==> src/rtl/fibonacci_stream.sv <==
// rtl/fibonacci_stream.sv - Fibonacci-recurrence term generator with valid/ready output stream
//
// Purpose:
//    Emits f(0)..f(N-1) of f(n) = f(n-1) + f(n-2) mod 2^WIDTH, one term per
//    out_valid & out_ready transfer. Overflow either wraps (and sets a sticky
//    flag) or stops the run before the first overflowed term (OVF_MODE=1).
//
// Ports:
//    clock      in   1      rising-edge clock
//    reset      in   1      asynchronous, active-low
//    start      in   1      run request, sampled in IDLE only
//    f0, f1     in   WIDTH  seed terms, captured on accepted start
//    num_terms  in   CNT_W  terms to emit, captured on accepted start
//    out_ready  in   1      consumer accepts the current term
//    out_valid  out  1      out_data/out_index hold a term
//    out_data   out  WIDTH  current term
//    out_index  out  CNT_W  index of current term
//    busy       out  1      run in progress
//    done       out  1      one-cycle pulse at end of run
//    overflow   out  1      sticky overflow flag, cleared by accepted start

module fibonacci_stream #(
   parameter int WIDTH    = 6,
   parameter int CNT_W    = 6,
   parameter int OVF_MODE = 0
) (
   input  logic             clock,
   input  logic             reset,
   input  logic             start,
   input  logic [WIDTH-1:0] f0,
   input  logic [WIDTH-1:0] f1,
   input  logic [CNT_W-1:0] num_terms,
   input  logic             out_ready,
   output logic             out_valid,
   output logic [WIDTH-1:0] out_data,
   output logic [CNT_W-1:0] out_index,
   output logic             busy,
   output logic             done,
   output logic             overflow
);

   typedef enum logic {IDLE = 1'b0, RUN = 1'b1} state_t;

   localparam logic [CNT_W-1:0] CNT_ONE = 1;

   state_t           state_q, state_d;
   logic [WIDTH-1:0] a_q, a_d;
   logic [WIDTH-1:0] b_q, b_d;
   logic             b_carry_q, b_carry_d;
   logic [CNT_W-1:0] count_q, count_d;
   logic [WIDTH-1:0] data_q, data_d;
   logic [CNT_W-1:0] index_q, index_d;
   logic             done_q, done_d;
   logic             ovf_q, ovf_d;
   logic [WIDTH:0]   sum;

   // a holds the presented term, b the next one; the sum is taken on the
   // truncated operands so the carry marks the term after b as overflowed.
   assign sum = {1'b0, a_q} + {1'b0, b_q};

   always_comb begin
      state_d   = state_q;
      a_d       = a_q;
      b_d       = b_q;
      b_carry_d = b_carry_q;
      count_d   = count_q;
      data_d    = data_q;
      index_d   = index_q;
      done_d    = 1'b0;
      ovf_d     = ovf_q;

      if (state_q == IDLE) begin
         if (start) begin
            ovf_d = 1'b0;
            if (num_terms == '0) begin
               done_d = 1'b1;
            end else begin
               state_d   = RUN;
               count_d   = num_terms;
               a_d       = f0;
               b_d       = f1;
               b_carry_d = 1'b0;
               data_d    = f0;
               index_d   = '0;
            end
         end
      end else if (out_ready) begin
         if (index_q == count_q - CNT_ONE) begin
            state_d = IDLE;
            done_d  = 1'b1;
         end else if ((OVF_MODE != 0) && b_carry_q) begin
            // Stop mode: the next term would be an overflowed value, so it is
            // never presented.
            state_d = IDLE;
            done_d  = 1'b1;
            ovf_d   = 1'b1;
         end else begin
            data_d               = b_q;
            index_d              = index_q + CNT_ONE;
            a_d                  = b_q;
            {b_carry_d, b_d}     = sum;
            if (b_carry_q) begin
               ovf_d = 1'b1;
            end
         end
      end
   end

   always_ff @(posedge clock or negedge reset) begin
      if (!reset) begin
         state_q   <= IDLE;
         a_q       <= '0;
         b_q       <= '0;
         b_carry_q <= 1'b0;
         count_q   <= '0;
         data_q    <= '0;
         index_q   <= '0;
         done_q    <= 1'b0;
         ovf_q     <= 1'b0;
      end else begin
         state_q   <= state_d;
         a_q       <= a_d;
         b_q       <= b_d;
         b_carry_q <= b_carry_d;
         count_q   <= count_d;
         data_q    <= data_d;
         index_q   <= index_d;
         done_q    <= done_d;
         ovf_q     <= ovf_d;
      end
   end

   assign out_valid = (state_q == RUN);
   assign busy      = (state_q == RUN);
   assign out_data  = data_q;
   assign out_index = index_q;
   assign done      = done_q;
   assign overflow  = ovf_q;

endmodule

==> config.mk <==
export PLATFORM = sky130hd
export DESIGN_NAME = fibonacci_stream
export DESIGN_NICKNAME = d
export VERILOG_FILES = /design/src/rtl/fibonacci_stream.sv
export SDC_FILE = /design/constraint.sdc
export NUM_CORES = 1
export LEC_CHECK = 0
export BUFFER_PORTS_ARGS = -buffer_cell sky130_fd_sc_hd__buf_2
export CORE_AREA = 5 5 66 68
export CTS_CLUSTER_DIAMETER = 80
export DETAILED_ROUTE_END_ITERATION = 12
export DIE_AREA = 0 0 71 73
export PLACE_DENSITY_LB_ADDON = 0.15
export SLEW_MARGIN = 20
export SYNTH_ARGS = -nofsm -noshare
export SYNTH_HDL_FRONTEND = slang
export SYNTH_SLANG_ARGS = --single-unit
==> constraint.sdc <==
create_clock -name clock -period 5.07 [get_ports clock]
set_input_delay 0 -clock clock [delete_from_list [all_inputs] [get_ports clock]]
set_output_delay 0 -clock clock [all_outputs]
set_load 0.05 [all_outputs]
==> results.yml <==
setup_path:
  crit_required_ns: 5.22
  worstSetupStartpointType: "register"
  critPathCaptureType: "register"
  cp_max_fo: 20
  arrival_ns: 2.86
  path_class: "register to register"
finish:
  fillCellCount: 368
  drive_above_1_share_pct: 26.67
  final_net_count: 257
  n_antenna_cell: 0
  syn2layout_area_growth_pct: 17.85
logic_synthesis:
  ys_ff_latch: 28
  synthFlopType: "dfrtp_1"
  netlist_instances: 186
  syn_area_mm2: 0.001837
  synth-edff-count: 0
  synthTopCellsByArea: "dfrtp_1, mux2_2, mux2i_1"
  synthArstFlopShare_pct: 100.0
  yosys_warnings: 0
  netlist-cell-type-count: 43
  synth_fp_nets: 217
  ys_seq_area_share_pct: 38.15
  yosysTopAreaCellShare_pct: 38.15
  avgSynthCellArea_um2: 9.875
  yosysTopAreaCell: "dfrtp_1"
timing:
  period_share_pct: 53.43
  relSlewSlack_pct: 29.33
  skew_ns: 0.002940
  hold_viol_final: 0
  setup_tns_ns: 0
  max_freq_mhz: 369.1
  slew_viol_final: 0
  worst_slew_pin_slew_ns: 1.060
  rsz0062_at_grt: "no"
  setup_violations: 0
  fin_hold_ws_ns: 0.02722
  min_period_ns: 2.709
clock_network:
  cts_tree: "done"
  clk_latency_ns: 0.28
  cts.repair.resized: 0
  cts_buffers: 3
  clk_pin_slew_ns: 0.10
  htreeDepth: 1
  ctsLongestPathBuffers: 2
  cts_setup_buffers: 0
  clockRootBuffer: "clkbuf_8"
  cts_sinks: 28
route:
  drtIter0Drc: 80
  wl_met2_um: 2239
  route.vias.total: 1505
  wire_per_inst_um: 15.39
  routed_wl_um: 4233
  highest_layer: "met4"
  wl_met1_um: 1802
  first_pass_iters: 6
  met3_length_um: 147
  final_antenna_net_count: 0
  drc: 0
  vias_per_cell: 5.473
outcome:
  status: "finished clean"
power:
  internal-power_w: 0.0008223
  swShare_pct: 48.32
  ir_drop_mv: 0.3433
  leakage_nw: 1.003
  combPwrFrac_pct: 60.2
  p_sw_w: 0.0007688
  power_frac_seq_pct: 28.5
  power.density_mw_per_mm2: 735.1
  pwr-share-clk_pct: 11.3
place:
  portBuffers: 37
  place_congestion: 0.8088
  dpl.hpwl_um: 3092
floorplan:
  dieArea_mm2: 0.005183
  rows: 23
  initial_core_util_pct: 48.35
  fp.dieH_um: 73
  fp.dieW_um: 71
  core_mm2: 0.003799
  io_pins: 38
global_routing:
  grt_pass1_vias: 1606
  overflow: 0
  antenna_found_initial: 0
  track_usage_pct: 17.22
  grt_pass1_wl_um: 7231
  grt_max_degree: 33
run:
  max-cap-violations: 0
hold_path:
  min_path_type: "input port to register"
==> critical path, cell delays in order (launching register included) <==
cell	delay (ns)
dfrtp_1	0.41
inv_1	0.08
ha_1	0.22
or3_1	0.39
a31o_1	0.26
o21ai_2	0.84
mux2i_1	0.28
a21oi_1	0.10
==> what timing repair did <==
item                                    in CTS  in global routing
hold endpoints to repair                    35                  0
endpoints found under the setup margin       0                  0
hold buffers                                 8                  0
==> synth_stat cells, types with 2 or more instances <==
cell type / number
dfrtp_1: 28
a21oi_1: 15
o21ai_0: 15
mux2_2: 14
nor2_1: 13
mux2i_1: 12
nand2_1: 9
ha_1: 8
xor2_1: 7
nand3_1: 6
clkbuf_1: 5
inv_1: 5
nor3_1: 5
xnor2_1: 5
nor2b_1: 4
a21o_1: 3
and3_1: 2
buf_2: 2
buf_6: 2
nor4_1: 2
o211ai_1: 2
==> cells by family (layout without fill, tap and decap cells) <==
| logic type | count (synthesis) | in the layout | share of synthesized area (%) |
|---|---|---|---|
| and+or+nand+nor | 50 | 50 | 14.17 |
| AOI/OAI and AO/OA | 44 | 44 | 14.78 |
| DFF | 28 | 28 | 38.15 |
| muxes | 26 | 26 | 15.12 |
| buffers and inverters | 17 | 56 | 5.518 |
| xor gates and xnor gates | 12 | 12 | 5.722 |
| adders and majority gates | 9 | 9 | 6.540 |
==> state kept, by name, summed over array words and instances (netlist names) <==
signal	count
done	1
b_q	6
out_data	6
overflow	1
b_carry_q	1
out_index	6
count_q	6
busy	1
==> power by group through the flow <==
stage               clock network (W)  logic, W  registers (W)
global route                 0.000194   0.00106       0.000471
detailed placement                  0  0.000959       0.000459
floorplan                           0  0.000625       0.000602
global placement                    0  0.000927       0.000451
CTS                          0.000184  0.000969       0.000454
finish                       0.000180  0.000957       0.000454
==> metrics by stage <==
step / cells / setup slack (ns) / instance area, um^2 / utilization [%] / total power [W]
floorplan: 186 / 2.777 / 1837 / - / 0.001227
global placement: 263 / 2.456 / 2013 / 53.00 / 0.001377
detailed placement: 263 / 2.368 / 2013 / 53.00 / 0.001417
CTS: 275 / 2.345 / 2165 / 56.98 / 0.001607
global route: 275 / 2.132 / 2165 / 56.98 / 0.001729
finish: 275 / 2.361 / 2165 / 56.98 / 0.001591
==> per-layer routing <==
metal | vias up | GRT usage, %
met1 | 725 | 20.05
met4 | 0 | 8.351
li1 | 748 | -
met5 | - | 0
met2 | 28 | 30.48
met3 | 4 | 3.168
==> layout by cell type (no fill, tap or decap), types with 4 or more instances in the layout <==
cell,count
mux2_2,14
nand2_1,9
a21oi_1,15
buf_2,37
dfrtp_1,28
inv_1,5
nor2_1,13
nor2b_1,4
xnor2_1,5
nand3_1,6
xor2_1,7
mux2i_1,12
ha_1,8
dlygate4sd3_1,8
o21ai_0,15
nor3_1,5
==> final timing paths <==
check                                       startpoint                        to  slack [ns]  depth (start not counted)
worst max-delay path            count_q[0]$_DFFE_PN0P_   out_data[4]$_DFFE_PN0P_        2.36                          7
worst min-delay path                             f1[2]        b_q[2]$_DFFE_PN0P_        0.03                          3
min in group asynchronous                        reset  out_index[1]$_DFFE_PN0P_        0.28                          2
worst min register to register    overflow$_DFFE_PN0P_      overflow$_DFFE_PN0P_        0.52                          2
max in group asynchronous                        reset        b_q[5]$_DFFE_PN0P_        4.38                          2
worst max register to register  count_q[0]$_DFFE_PN0P_   out_data[4]$_DFFE_PN0P_        2.36                          7
==> area by class of cell <==
type                       count  area [um^2]  share of cell area [%]
inverter                       6        22.52                   1.040
tap                           50        62.56                   2.890
multi-input combinational    141         1035                   47.80
timing repair buffer          46        272.8                   12.60
sequential                    28        700.7                   32.37
clock inverter                 1        30.03                   1.387
clock buffer                   3        41.29                   1.908
Power figures use the tool's default switching activity.
